## src/rtl/checkout_pkg.sv

```systemverilog
// Shared types and default classification masks for the checkout lane sequencer.
package checkout_pkg;

    typedef enum logic [2:0] {
        IDLE    = 3'd0,
        CAPTURE = 3'd1,
        EVAL    = 3'd2,
        ALARM   = 3'd3,
        DONE    = 3'd4
    } state_t;

    typedef struct packed {
        logic [2:0] upc;
        logic       mark;
    } item_t;

    // Bit [upc] = 1 marks the item as discounted.
    localparam logic [7:0] DISC_MASK_DEF = 8'b1010_0011;
    // Bit [upc] = 1 marks the item as stolen when no security mark is present.
    localparam logic [7:0] RISK_MASK_DEF = 8'b0100_1001;

endpackage

```

## src/rtl/upc_classify.sv

```systemverilog
// Combinational item classifier: looks up the captured UPC in the discount and
// risk masks; a risky item without its security mark is flagged stolen.
module upc_classify
    import checkout_pkg::*;
(
    input  item_t      item,
    input  logic [7:0] disc_mask,
    input  logic [7:0] risk_mask,
    output logic       disc,
    output logic       stl
);

    assign disc = disc_mask[item.upc];
    assign stl  = risk_mask[item.upc] & ~item.mark;

endmodule

```

## src/rtl/checkout_sequencer.sv

```systemverilog
// Checkout lane sequencer: captures each scanned item, classifies it, keeps
// saturating per-sale counts and holds a theft alarm until a timed operator ack.
module checkout_sequencer
    import checkout_pkg::*;
#(
    parameter int unsigned CNT_W     = 4,
    parameter int unsigned ALARM_MIN = 50_000_000,
    parameter logic [7:0]  DISC_MASK = DISC_MASK_DEF,
    parameter logic [7:0]  RISK_MASK = RISK_MASK_DEF
) (
    input  logic             clk,
    input  logic             reset,
    input  logic             scan_req,
    input  logic             end_sale,
    input  logic             ack_alarm,
    input  logic [2:0]       upc,
    input  logic             mark,
    output logic [CNT_W-1:0] item_cnt,
    output logic [CNT_W-1:0] disc_cnt,
    output logic             last_disc,
    output logic             last_stl,
    output logic             alarm,
    output logic             busy,
    output logic             sale_done
);

    localparam int unsigned      TMR_W   = $clog2(ALARM_MIN + 1);
    localparam logic [CNT_W-1:0] CNT_MAX = '1;
    localparam logic [TMR_W-1:0] TMR_MAX = TMR_W'(ALARM_MIN);

    state_t           state;
    state_t           next_state;
    logic             scan_q;
    logic             end_q;
    logic             ack_q;
    logic             scan_edge;
    logic             end_edge;
    logic             ack_edge;
    item_t            item_q;
    logic [TMR_W-1:0] timer;
    logic             pend_end;
    logic             item_disc;
    logic             item_stl;
    logic             busy_d;
    logic             alarm_d;
    logic             sale_done_d;

    // Delayed copies of the button levels for rising-edge detection
    always_ff @(posedge clk or posedge reset) begin
        // NOTE: registers use <= so every flop samples the pre-edge values of its peers.
        if (reset) begin
            scan_q <= 1'b0;
            end_q  <= 1'b0;
            ack_q  <= 1'b0;
        end else begin
            scan_q <= scan_req;
            end_q  <= end_sale;
            ack_q  <= ack_alarm;
        end
    end

    assign scan_edge = scan_req  & ~scan_q;
    assign end_edge  = end_sale  & ~end_q;
    assign ack_edge  = ack_alarm & ~ack_q;

    upc_classify u_classify (
        .item      (item_q),
        .disc_mask (DISC_MASK),
        .risk_mask (RISK_MASK),
        .disc      (item_disc),
        .stl       (item_stl)
    );

    // State register plus the status outputs that move with it
    always_ff @(posedge clk or posedge reset) begin
        if (reset) begin
            state     <= IDLE;
            busy      <= 1'b0;
            alarm     <= 1'b0;
            sale_done <= 1'b0;
        end else begin
            state     <= next_state;
            busy      <= busy_d;
            alarm     <= alarm_d;
            sale_done <= sale_done_d;
        end
    end

    // Next-state selection; a scan edge outranks a simultaneous end-of-sale edge
    always_comb begin
        // NOTE: default first so no branch leaves next_state unassigned and infers a latch.
        next_state = state;
        unique case (state)
            IDLE: begin
                if (scan_edge)                 next_state = CAPTURE;
                else if (end_edge || pend_end) next_state = DONE;
            end
            CAPTURE: next_state = EVAL;
            EVAL:    next_state = item_stl ? ALARM : IDLE;
            ALARM: begin
                if (ack_edge && (timer == TMR_MAX)) next_state = IDLE;
            end
            DONE:    next_state = IDLE;
            default: next_state = IDLE;
        endcase
    end

    // Status outputs decoded from the state being entered, so they register with it
    always_comb begin
        busy_d      = (next_state != IDLE);
        alarm_d     = (next_state == ALARM);
        sale_done_d = (next_state == DONE);
    end

    // Item capture, saturating counters, classification flags, alarm timer, pending end
    always_ff @(posedge clk or posedge reset) begin
        if (reset) begin
            item_q    <= '0;
            item_cnt  <= '0;
            disc_cnt  <= '0;
            last_disc <= 1'b0;
            last_stl  <= 1'b0;
            timer     <= '0;
            pend_end  <= 1'b0;
        end else begin
            if (state == CAPTURE) begin
                item_q.upc  <= upc;
                item_q.mark <= mark;
            end

            if (state == EVAL) begin
                if (item_cnt != CNT_MAX)              item_cnt <= item_cnt + CNT_W'(1);
                if (item_disc && (disc_cnt != CNT_MAX)) disc_cnt <= disc_cnt + CNT_W'(1);
                last_disc <= item_disc;
                last_stl  <= item_stl;
            end else if (state == DONE) begin
                item_cnt  <= '0;
                disc_cnt  <= '0;
                last_disc <= 1'b0;
                last_stl  <= 1'b0;
            end

            // Timer starts from zero on alarm entry and parks at the minimum hold time
            if (state == EVAL)                             timer <= '0;
            else if ((state == ALARM) && (timer != TMR_MAX)) timer <= timer + TMR_W'(1);

            // An end request that cannot be served right away waits until IDLE
            if (state == DONE)                                     pend_end <= 1'b0;
            else if (end_edge && ((state != IDLE) || scan_edge)) pend_end <= 1'b1;
        end
    end

endmodule
```

## config.mk

```make
export PLATFORM = sky130hd
export DESIGN_NAME = checkout_sequencer
export DESIGN_NICKNAME = d
export VERILOG_FILES = /design/src/rtl/checkout_pkg.sv /design/src/rtl/upc_classify.sv /design/src/rtl/checkout_sequencer.sv
export SDC_FILE = /design/constraint.sdc
export NUM_CORES = 1
export LEC_CHECK = 0
export BUFFER_PORTS_ARGS = -buffer_cell sky130_fd_sc_hd__buf_2
export CELL_PAD_IN_SITES_DETAIL_PLACEMENT = 2
export CELL_PAD_IN_SITES_GLOBAL_PLACEMENT = 2
export CORE_UTILIZATION = 39
export CTS_BUF_LIST = sky130_fd_sc_hd__clkbuf_4 sky130_fd_sc_hd__clkbuf_8
export DETAILED_ROUTE_END_ITERATION = 8
export MAX_ROUTING_LAYER = met4
export PLACE_DENSITY = 0.78
export SLEW_MARGIN = 20
export SYNTH_ARGS = -nofsm -noshare
export SYNTH_HDL_FRONTEND = slang
export SYNTH_SLANG_ARGS = --single-unit
```

## constraint.sdc

```tcl
create_clock -name clk -period 1.94 [get_ports clk]
set_input_delay 0.388 -clock clk [delete_from_list [all_inputs] [get_ports clk]]
set_output_delay 0.388 -clock clk [all_outputs]
set_load 0.02 [all_outputs]
```

Yosys cells after proc, flatten, opt, wreduce, memory -nomap -nowiden
Memory sizes are Yosys's and may differ from the RTL's.
Cells that the tools add are included.
{ "totals": {"memories": 2, "regBits": 50, "mem_bits_ro": 16, "wordCells": 74, "input_bits": 9} }
{ "classes": {"bitwise_logic": 8, "eq_ne": 12, "addsub": 3, "order_cmp": 1, "n_mux": 19, "reduce_logical": 14} }
{ "memory_table": {"columns": ["memory", "words", "word_bits", "rd", "rd_clocked_by_memory_dff", "write_ports", "line_no", "source"], "rows": [
  ["(no name shown)", 8, 1, 1, 0, 0, "upc_classify.sv:13", "assign disc = disc_mask[item.upc];"],
  ["(no name shown)", 8, 1, 1, 0, 0, "upc_classify.sv:14", "assign stl = risk_mask[item.upc] & ~item.mark;"]
]} }
{ "op_table": {"columns": ["cell", "count"], "rows": [
  ["$mux 26", 2],
  ["$add 26x1->26 const B", 1],
  ["$eq 26x26->1 const B", 1],
  ["$ne 26x26->1 const B", 1],
  ["$mux 4", 5],
  ["$pmux 3 s4", 1],
  ["$eq 3x2->1 const B", 3],
  ["$mux 3", 3],
  ["$add 4x1->4 const B", 2],
  ["$ne 4x4->1 const B", 2],
  ["$mux 1", 7],
  ["$eq 3x3->1 const B", 2],
  ["$reduce_bool 2->1", 3],
  ["$reduce_bool 3->1", 2],
  ["$and 1x1->1", 4],
  ["$logic_and 1x1->1", 4],
  ["$lt 3x4->1 const B", 1],
  ["$ne 2x1->1 const B", 2],
  ["$not 1->1", 4],
  ["$reduce_and 2->1", 2],
  ["$eq 3x1->1 const B", 1],
  ["$logic_not 3->1", 1],
  ["$logic_or 1x1->1", 2],
  ["$mux 2", 1]
]} }

Logic depth before layout (Yosys ltp)
Gate-level depths: netlist of the first run.
{ "logic_depth": {"word_depth": 7, "mapped_depth": 6, "depth_no_buf": 6} }

Cells and area by module
From an unflattened synthesis of the first run, not the netlist that was laid out.
{ "hier_totals": {"hier_cells": 262, "hier_area_um2": 2622.5} }
{ "by_module_without_submodules": {"columns": ["module", "cells_each", "n_inst", "seq_area_each_um2", "area_per_inst_um2"], "rows": [
  ["checkout_sequencer", 251, 1, 1251.2, 2488.6],
  ["upc_classify", 11, 1, 0.0, 133.9]
]} }

Worst setup path before layout of the first run
Ideal clock, no wire load.
{ "synth_timing": {"path_kind": "reg-to-reg", "start": "reg timer[1]", "end": "reg timer[1]", "period_less_slack_ns": 1.653, "required_ns": 1.853, "arrival_time_ns": 1.567, "n_path_buf": 0, "setup_slack_ns": 0.287, "stages_incl_launch_ff": 7, "cell_sequence": "dfrtp_1 -> inv_1 -> ha_1 -> nor4b_1 -> nand4_1 -> or4_1 -> o211ai_1"} }
{ "synth_between": {"elab_chain_cells": 3, "elab_cells_between_ends": 6, "cone_classes": "add/sub (1); eq/ne (1); mux (2); reduce/logical (2)"} }
{ "synth_lines": {"columns": ["item", "line_no", "source"], "rows": [
  ["from (decl)", "checkout_sequencer.sv:40", "logic [TMR_W-1:0] timer;"],
  ["from (signal assigned)", "checkout_sequencer.sv:145", "else if ((state == ALARM) && (timer != TMR_MAX)) timer <= timer + TMR_W'(1);"],
  ["$add 26x1->26 / $ne 26x26->1 (equally long branches)", "checkout_sequencer.sv:145", null],
  ["$mux 26 / $logic_and 1x1->1 (equally long branches)", "checkout_sequencer.sv:145", null],
  ["$mux 26 / $reduce_bool 2->1 (equally long branches)", null, null]
]} }
Parallel ways exist; a longest one is shown, timed or not. The select of a mux whose other input is x is not followed.
A chain may end at the register's enable or synchronous reset.

Worst setup path in the final report of the first run
{ "layout_timing": {"start": "reg timer[24]", "end": "reg timer[1]"} }
{ "layout_between": {"elab_chain_cells": 3} }
{ "layout_lines": {"columns": ["item", "line_no"], "rows": [
  ["$ne 26x26->1", "checkout_sequencer.sv:145"],
  ["$logic_and 1x1->1", "checkout_sequencer.sv:145"],
  ["$reduce_bool 2->1 (no line)", null]
]} }
Every way passes these cells.

==> impl_metrics.csv, run 1 <==
group,metric,value,unit
sta,hold_viol,0,
setup_path,regToRegSetupSlack,0.11,ns
sta,final.setup.worst_slack,0.111,ns
synth,synth_nets,274,
final_layout,nNetsFinal,314,
sta,fin_tns_setup,0,ns
pwr,p_per_area,968,nW/µm²
final_layout,final_common_cell,"dfrtp_1",
sta,min_period,1.83,ns
pwr,vdd_drop_max,0.515,mV
synth,async_flop_share,100,%
sta,rsz0062_at_grt,"false",
floorplan,die_h,83.1,µm
global_route,grt_pass1_wl,12.1,mm
clock_network,tritoncts,"yes",
final_layout,syn_to_final_growth,17.9,%
global_route,grt_max_degree,51,
final_layout,final_core_util,47.6,%
synth,seq_area_frac_synth,48.8,%
synth,ys_ff_latch,50,
clock_network,cts_root_buffer,"clkbuf_8",
synth,synth.distinct_cells,43,
setup_path,worstSetupPathType,"flip-flop to flip-flop",
global_route,antenna_found_initial,0,
global_route,grt_pass1_vias,2450,
drt,wire_per_inst,18.6,µm
job,cap_viol_max_count,0,
synth,synthCells,260,
outcome,status,"finished clean",
synth,ys.flop_type,"dfrtp_1",
setup_path,critical_path_required,2.17,ns
pwr,p_total,2.92,mW
drt,viasPerCell,5.82,
setup_path,slowest_delay,0.52,ns
sta,report.final.slew_viol_count,0,
setup_path,crit_chain,"nor4b_2 > buf_4 > nand4_1 > or4_1 > o211ai_1",
final_layout,num_antenna_cells,0,
clock_network,clock_sinks,50,
global_route,grt_use_total,22.5,%
drt,postRouteAntennaNets,0,
clock_network,clk_pin_slew,0.10,ns
clock_network,holdBufCountCts,0,
sta,skew,0.00399,ns
floorplan,num_rows,29,
clock_network,ctsResizeCount,0,
clock_network,cts.path.max_buffers,2,
floorplan,die_area,6900,µm²
placed_design,dp_hpwl,5.22,mm
final_layout,fillCellCount,695,
synth,synth_edf_count,0,
placed_design,gp_congestion,0.751,
clock_network,cts-buffers-inserted,5,
final_layout,final_cell_mix,"50 x dfrtp_1, 22 x buf_4, 21 x buf_2, 20 x nand2_1, 20 x nor2_1",
synth,netlist_area,2560,µm²
clock_network,clk_latency,0.31,ns
synth,synth.avg_cell_area,9.86,µm²
clock_network,cts_max_level,2,
setup_path,worstPathMaxFanout,4,
drt,drt-total-wl,7.04,mm
clock_network,post_cts_buffers,0,
sta,finalSetupViolCount,0,
placed_design,io_buffers,21,
setup_path,end_kind,"flip-flop",
setup_path,worst-path-buf-inv,1,
setup_path,cp-start-kind,"flip-flop",
drt,vias,2200,
sta,worst_slew_pin_slew,0.518,ns
global_route,grt-ovfl-total,0,
synth,synth_warnings,0,
drt,firstDrtPassIters,4,
sta,relSlewSlack,65.3,%
floorplan,io_pins,22,
drt,initialDrtViolationCount,76,
sta,finalCritPeriodShare,94.3,%
drt,drc,0,
final_layout,drive_gt1_share,22.3,%
sta,max_freq,547,MHz
placed_design,place_ws,0.0663,ns
floorplan,start_util,40.4,%
floorplan,core,6350,µm²
hold_path,hp-class,"input port to async pin",
setup_path,critPathSlowestCell,"or4_1",
setup_path,path_delay_family,"simple AND/OR/NAND/NOR gates",
floorplan,die_w,83.1,µm
setup_path,cp.arrival,2.06,ns
pwr,cellLeakagePower,1.45,nW
-- flip-flops by register name, summed over array words and instances, names as in the netlist --
name       flops
timer         26
disc_cnt       4
item_cnt       4
item_q         4
state          3
ack_q          1
alarm          1
busy           1
end_q          1
last_disc      1
last_stl       1
pend_end       1
sale_done      1
scan_q         1
-- layout make-up --
class | instances | area [µm²] | share of cell area (%)
Clock inverter | 2 | 16.3 | 0.539
Sequential cell | 50 | 1250 | 41.4
Tap cell | 77 | 96.3 | 3.19
Clock buffer | 6 | 82.6 | 2.73
Inverter | 9 | 33.8 | 1.12
Multi-Input combinational cell | 189 | 1230 | 40.7
Timing Repair Buffer | 45 | 310 | 10.3
-- cell families after synthesis --
family	synth area share [%]
XOR/XNOR	3.08
AO/OA/AOI/OAI	12.5
flip-flops	48.8
buffers and inverters	3.86
multiplexers	2.88
adder cells (fa/ha/maj)	2.44
AND/OR/NAND/NOR	26.4
-- stage by stage --
stage          hold WS (ns)  instance area, µm²  cells
2_1_floorplan         0.419                2560    260
3_3_place_gp          0.460                2910    370
3_5_place_dp          0.468                2910    370
4_1_cts               0.123                3010    378
5_1_grt               0.129                3020    378
6_report              0.116                3020    378
-- synthesized netlist by cell type, drive strengths merged, types with 2 or more instances --
library cell / count / share of area (%)
a21oi: 15 / 2.9
xor2: 6 / 2.1
and3: 10 / 2.4
clkbuf: 5 / 0.73
nand3: 15 / 2.9
nor4b: 4 / 1.4
and2: 4 / 0.98
or3: 7 / 1.7
o211ai: 5 / 1.5
or4: 6 / 1.8
xnor2: 3 / 1.0
nor2b: 3 / 0.73
mux2i: 4 / 1.6
a41o: 2 / 0.78
nor3b: 2 / 0.59
nand4: 11 / 3.4
ha: 5 / 2.4
nor3: 3 / 0.59
nand2: 20 / 2.9
o21ai: 14 / 2.7
and4: 5 / 1.7
nand2b: 3 / 0.73
o31ai: 6 / 1.8
nor2: 20 / 2.9
inv: 9 / 1.3
mux2: 3 / 1.3
a31oi: 2 / 0.49
buf: 7 / 1.8
dfrtp: 50 / 49
-- per-layer routing --
layer,part of all wire (%),vias up,GRT usage [%]
li1,-,1034,-
met5,0,-,-
met3,1.6,7,2.98
met4,1.4,0,6.43
met1,44,1134,27.2
met2,53,25,39.3
-- power breakdown --
part	switching, mW	internal, mW
combinational	0.533	0.360
clock	0.374	0.294
sequential	0.155	1.21
total	1.06	1.86
-- path summary, 6_finish.rpt --
kind	cells after the start	from	end
min reg2reg	1	last_stl$_DFFE_PP0P_	last_stl$_DFFE_PP0P_
min	3	reset	timer[2]$_DFFE_PP0P_
max in group asynchronous	3	reset	timer[22]$_DFFE_PP0P_
max	5	timer[24]$_DFFE_PP0P_	timer[1]$_DFFE_PP0P_
min in group clk	1	end_sale	end_q$_DFF_PP0_
max reg2reg	5	timer[24]$_DFFE_PP0P_	timer[1]$_DFFE_PP0P_
-- tightest hold or removal path, delay by kind of cell --
family / cells / cell delay (ns)
buffers and inverters: 3 / 0.43
Power figures use the tool's default switching activity.
==> run 2, diff against run 1 <==
Settings changed: ABC_AREA set to 1, CORE_UTILIZATION 39 to 35, PLACE_DENSITY 0.78 to not set, PLACE_DENSITY_LB_ADDON set to 0.2, TNS_END_PERCENT set to 10.
==> run 2 against run 1 <==
Against the previous run: clock power increased by 19%; total power decreased by 36%; hold slack got worse by 0.015 ns; global-route usage increased by 0.91 points; synthesized area increased by 11%; die area increased by 23%; critical path depth increased by 7; design area increased by 6.9%; sequential cell count unchanged; largest cell class is now multi-input gates; maximum frequency increased by 0.16%; sequential power decreased by 23%.
==> impl_metrics.csv, run 2 <==
group,metric,value,unit
global_route,global_route.usage.met3,2.65,%
global_route,grt-ovfl-total,0,
synth,synth.avg_cell_area,7.01,µm²
floorplan,die_w,92.2,µm
clock_network,clk_latency,0.32,ns
sta,relSlewSlack,67.3,%
final_layout,largest_reg_flops,26,
sta,fin_tns_setup,0,ns
sta,finalSetupViolCount,0,
final_layout,final_common_cell,"nand2_1",
final_layout,regMostFlops,"timer",
pwr,vdd_drop_max,0.259,mV
clock_network,clk_pin_slew,0.11,ns
clock_network,cts_max_level,2,
final_layout,syn_to_final_growth,13.5,%
floorplan,die_h,92.2,µm
synth,synth_warnings,0,
global_route,grt_pass1_vias,3002,
pwr,cellInternalPower,1.46,mW
floorplan,num_rows,32,
clock_network,holdBufCountCts,0,
setup_path,cp.arrival,2.08,ns
synth,seq_area_frac_synth,44.0,%
floorplan,io_pins,22,
global_route,grt.met1_usage,27.7,%
synth,yosysTopAreaCell,"dfrtp_1",
final_layout,num_antenna_cells,0,
hold_path,hp-class,"input port to async pin",
placed_design,place_area,3100,µm²
final_layout,final_core_util,41.4,%
pwr,switching_power,0.423,mW
sta,max_freq,548,MHz
sta,report.final.slew_viol_count,0,
synth,async_flop_share,100,%
synth,ys_ff_latch,50,
drt,initialDrtViolationCount,63,
setup_path,critical_path_required,2.19,ns
sta,worst_slew_pin_slew,0.485,ns
final_layout,final_cell_area,3230,µm²
setup_path,worstPathMaxFanout,24,
synth,ys.flop_type,"dfrtp_1",
clock_network,tritoncts,"yes",
clock_network,clock_sinks,50,
outcome,status,"finished clean",
global_route,grt_use_total,23.4,%
pwr,p_total,1.88,mW
sta,hold_viol,0,
setup_path,worstSetupPathType,"flip-flop to flip-flop",
setup_path,cp-start-kind,"flip-flop",
global_route,grt_max_degree,51,
clock_network,cts.path.max_buffers,2,
drt,viasPerCell,5.14,
pwr,p_per_area,582,nW/µm²
synth,synth_edf_count,0,
job,cap_viol_max_count,0,
drt,postRouteAntennaNets,0,
synth,synth_nets,420,
final_layout,nNetsFinal,448,
synth,netlist_area,2850,µm²
floorplan,die_area,8500,µm²
floorplan,start_util,36.5,%
synth,synth_top_area_share,44.0,%
pwr,comb_power_share,2.1,%
synth,synthCells,406,
final_layout,seqCellArea,1250,µm²
floorplan,core,7810,µm²
placed_design,io_buffers,21,
final_layout,final_cell_mix,"153 x nand2_1, 58 x nor2_1, 50 x dfrtp_1, 39 x inv_1, 29 x nand3_1",
placed_design,gp_congestion,0.826,
final_layout,multi_input_area,1410,µm²
synth,synth_most_common_cell,"nand2_1",
global_route,grt_pass1_wl,15.0,mm
synth,synth_top_cells_by_count,"153 x nand2_1, 60 x nor2_1, 50 x dfrtp_1, 40 x inv_1, 29 x nand3_1",
sta,min_period,1.83,ns
pwr,switching_share,22.5,%
pwr,seqPwrFrac,55.7,%
drt,firstDrtPassIters,4,
final_layout,fillCellCount,967,
placed_design,dp_hpwl,6.46,mm
drt,vias,2762,
sta,skew,0.0118,ns
clock_network,cts_root_buffer,"clkbuf_8",
sta,finalCritPeriodShare,94.1,%
drt,drc,0,
pwr,clockPowerShare,42.3,%
final_layout,drive_gt1_share,11.7,%
clock_network,cts-buffers-inserted,5,
global_route,grt_use_met2,42.0,%
drt,drt-total-wl,8.79,mm
drt,wire_per_inst,16.4,µm
global_route,antenna_found_initial,0,
setup_path,end_kind,"flip-flop",
synth,synth.distinct_cells,24,
clock_network,post_cts_buffers,0,
global_route,grt_busiest_layer,"met2",
pwr,cellLeakagePower,1.58,nW
synth,synthTopCellsByArea,"dfrtp_1 44%, nand2_1 20%, nor2_1 7.9%",
run 2: cell types whose count changed after synthesis, moves of 9 or more:
cell	before	now
a21oi_1	15	6
and3_1	10	0
inv_1	9	40
nand2_1	20	153
nand3_1	15	29
nor2_1	20	60
run 2: cell families after synthesis:
kind of cell    synth area share [%]
simple gates                    39.1
flops                           44.0
buf+inv                         7.25
compound gates                  4.44
xor+xnor                        3.08
fa+ha+maj                       2.20
run 2: stage by stage:
step	hold WS, ns	cells	worst slack (ns)
after detailed placement	0.467	529	0.0670
after floorplan	0.419	406	0.351
final	0.101	537	0.114
after CTS	0.122	537	0.0202
after global routing	0.128	537	-0.0393
after global placement	0.457	529	0.0837
run 2: worst paths after layout:
path	from	end	slack (ns)	cells past startpoint
setup reg to reg	timer[0]$_DFFE_PP0P_	timer[3]$_DFFE_PP0P_	0.11	12
setup / recovery	timer[0]$_DFFE_PP0P_	timer[3]$_DFFE_PP0P_	0.11	12
hold / removal	reset	timer[17]$_DFFE_PP0P_	0.10	3
max in group asynchronous	reset	item_cnt[3]$_DFFE_PP0P_	1.59	3
hold reg to reg	last_disc$_DFFE_PP0P_	last_disc$_DFFE_PP0P_	0.54	1
min in group clk	scan_req	scan_q$_DFF_PP0_	0.19	1
run 2: critical path, cell delays in order (launching register included):
cell and delay (ns):
dfrtp_1 0.45, inv_1 0.11, ha_1 0.15, nand2_1 0.06, nor2_1 0.10, nand2_1 0.07
nor2_2 0.14, nand2_1 0.13, nand2_2 0.10, nand2_4 0.10, inv_8 0.17, nand2_1 0.10
nand2_1 0.08
run 2: area by class of cell:
cell class / instances / area share, %
multi-input cells: 307 / 43.5
flip-flops and latches: 50 / 38.7
inverters: 43 / 5.23
repair buffers: 27 / 5.04
well taps: 102 / 3.95
clock buffers: 6 / 2.36
clock inverters: 2 / 1.16
run 2: layer usage:
metal	up-vias	wire length (µm)
met5	-	0
met4	0	156
met3	13	204
met2	41	4440
met1	1379	3980
li1	1329	-
run 2: what timing repair did:
action / in CTS / in global routing
hold endpoints to repair: 0 / 0
setup endpoints to repair: 0 / 28
gates resized for setup: 0 / 6
run 2: power by group through the flow:
stage                     Clock (mW)  Combinational [mW]  Sequential (mW)
after floorplan                    0              0.0179             1.07
after global placement             0              0.0396             1.07
after detailed placement           0              0.0410             1.07
after CTS                      0.812              0.0409             1.05
after global routing           0.853              0.0448             1.05
final                          0.794              0.0387             1.05
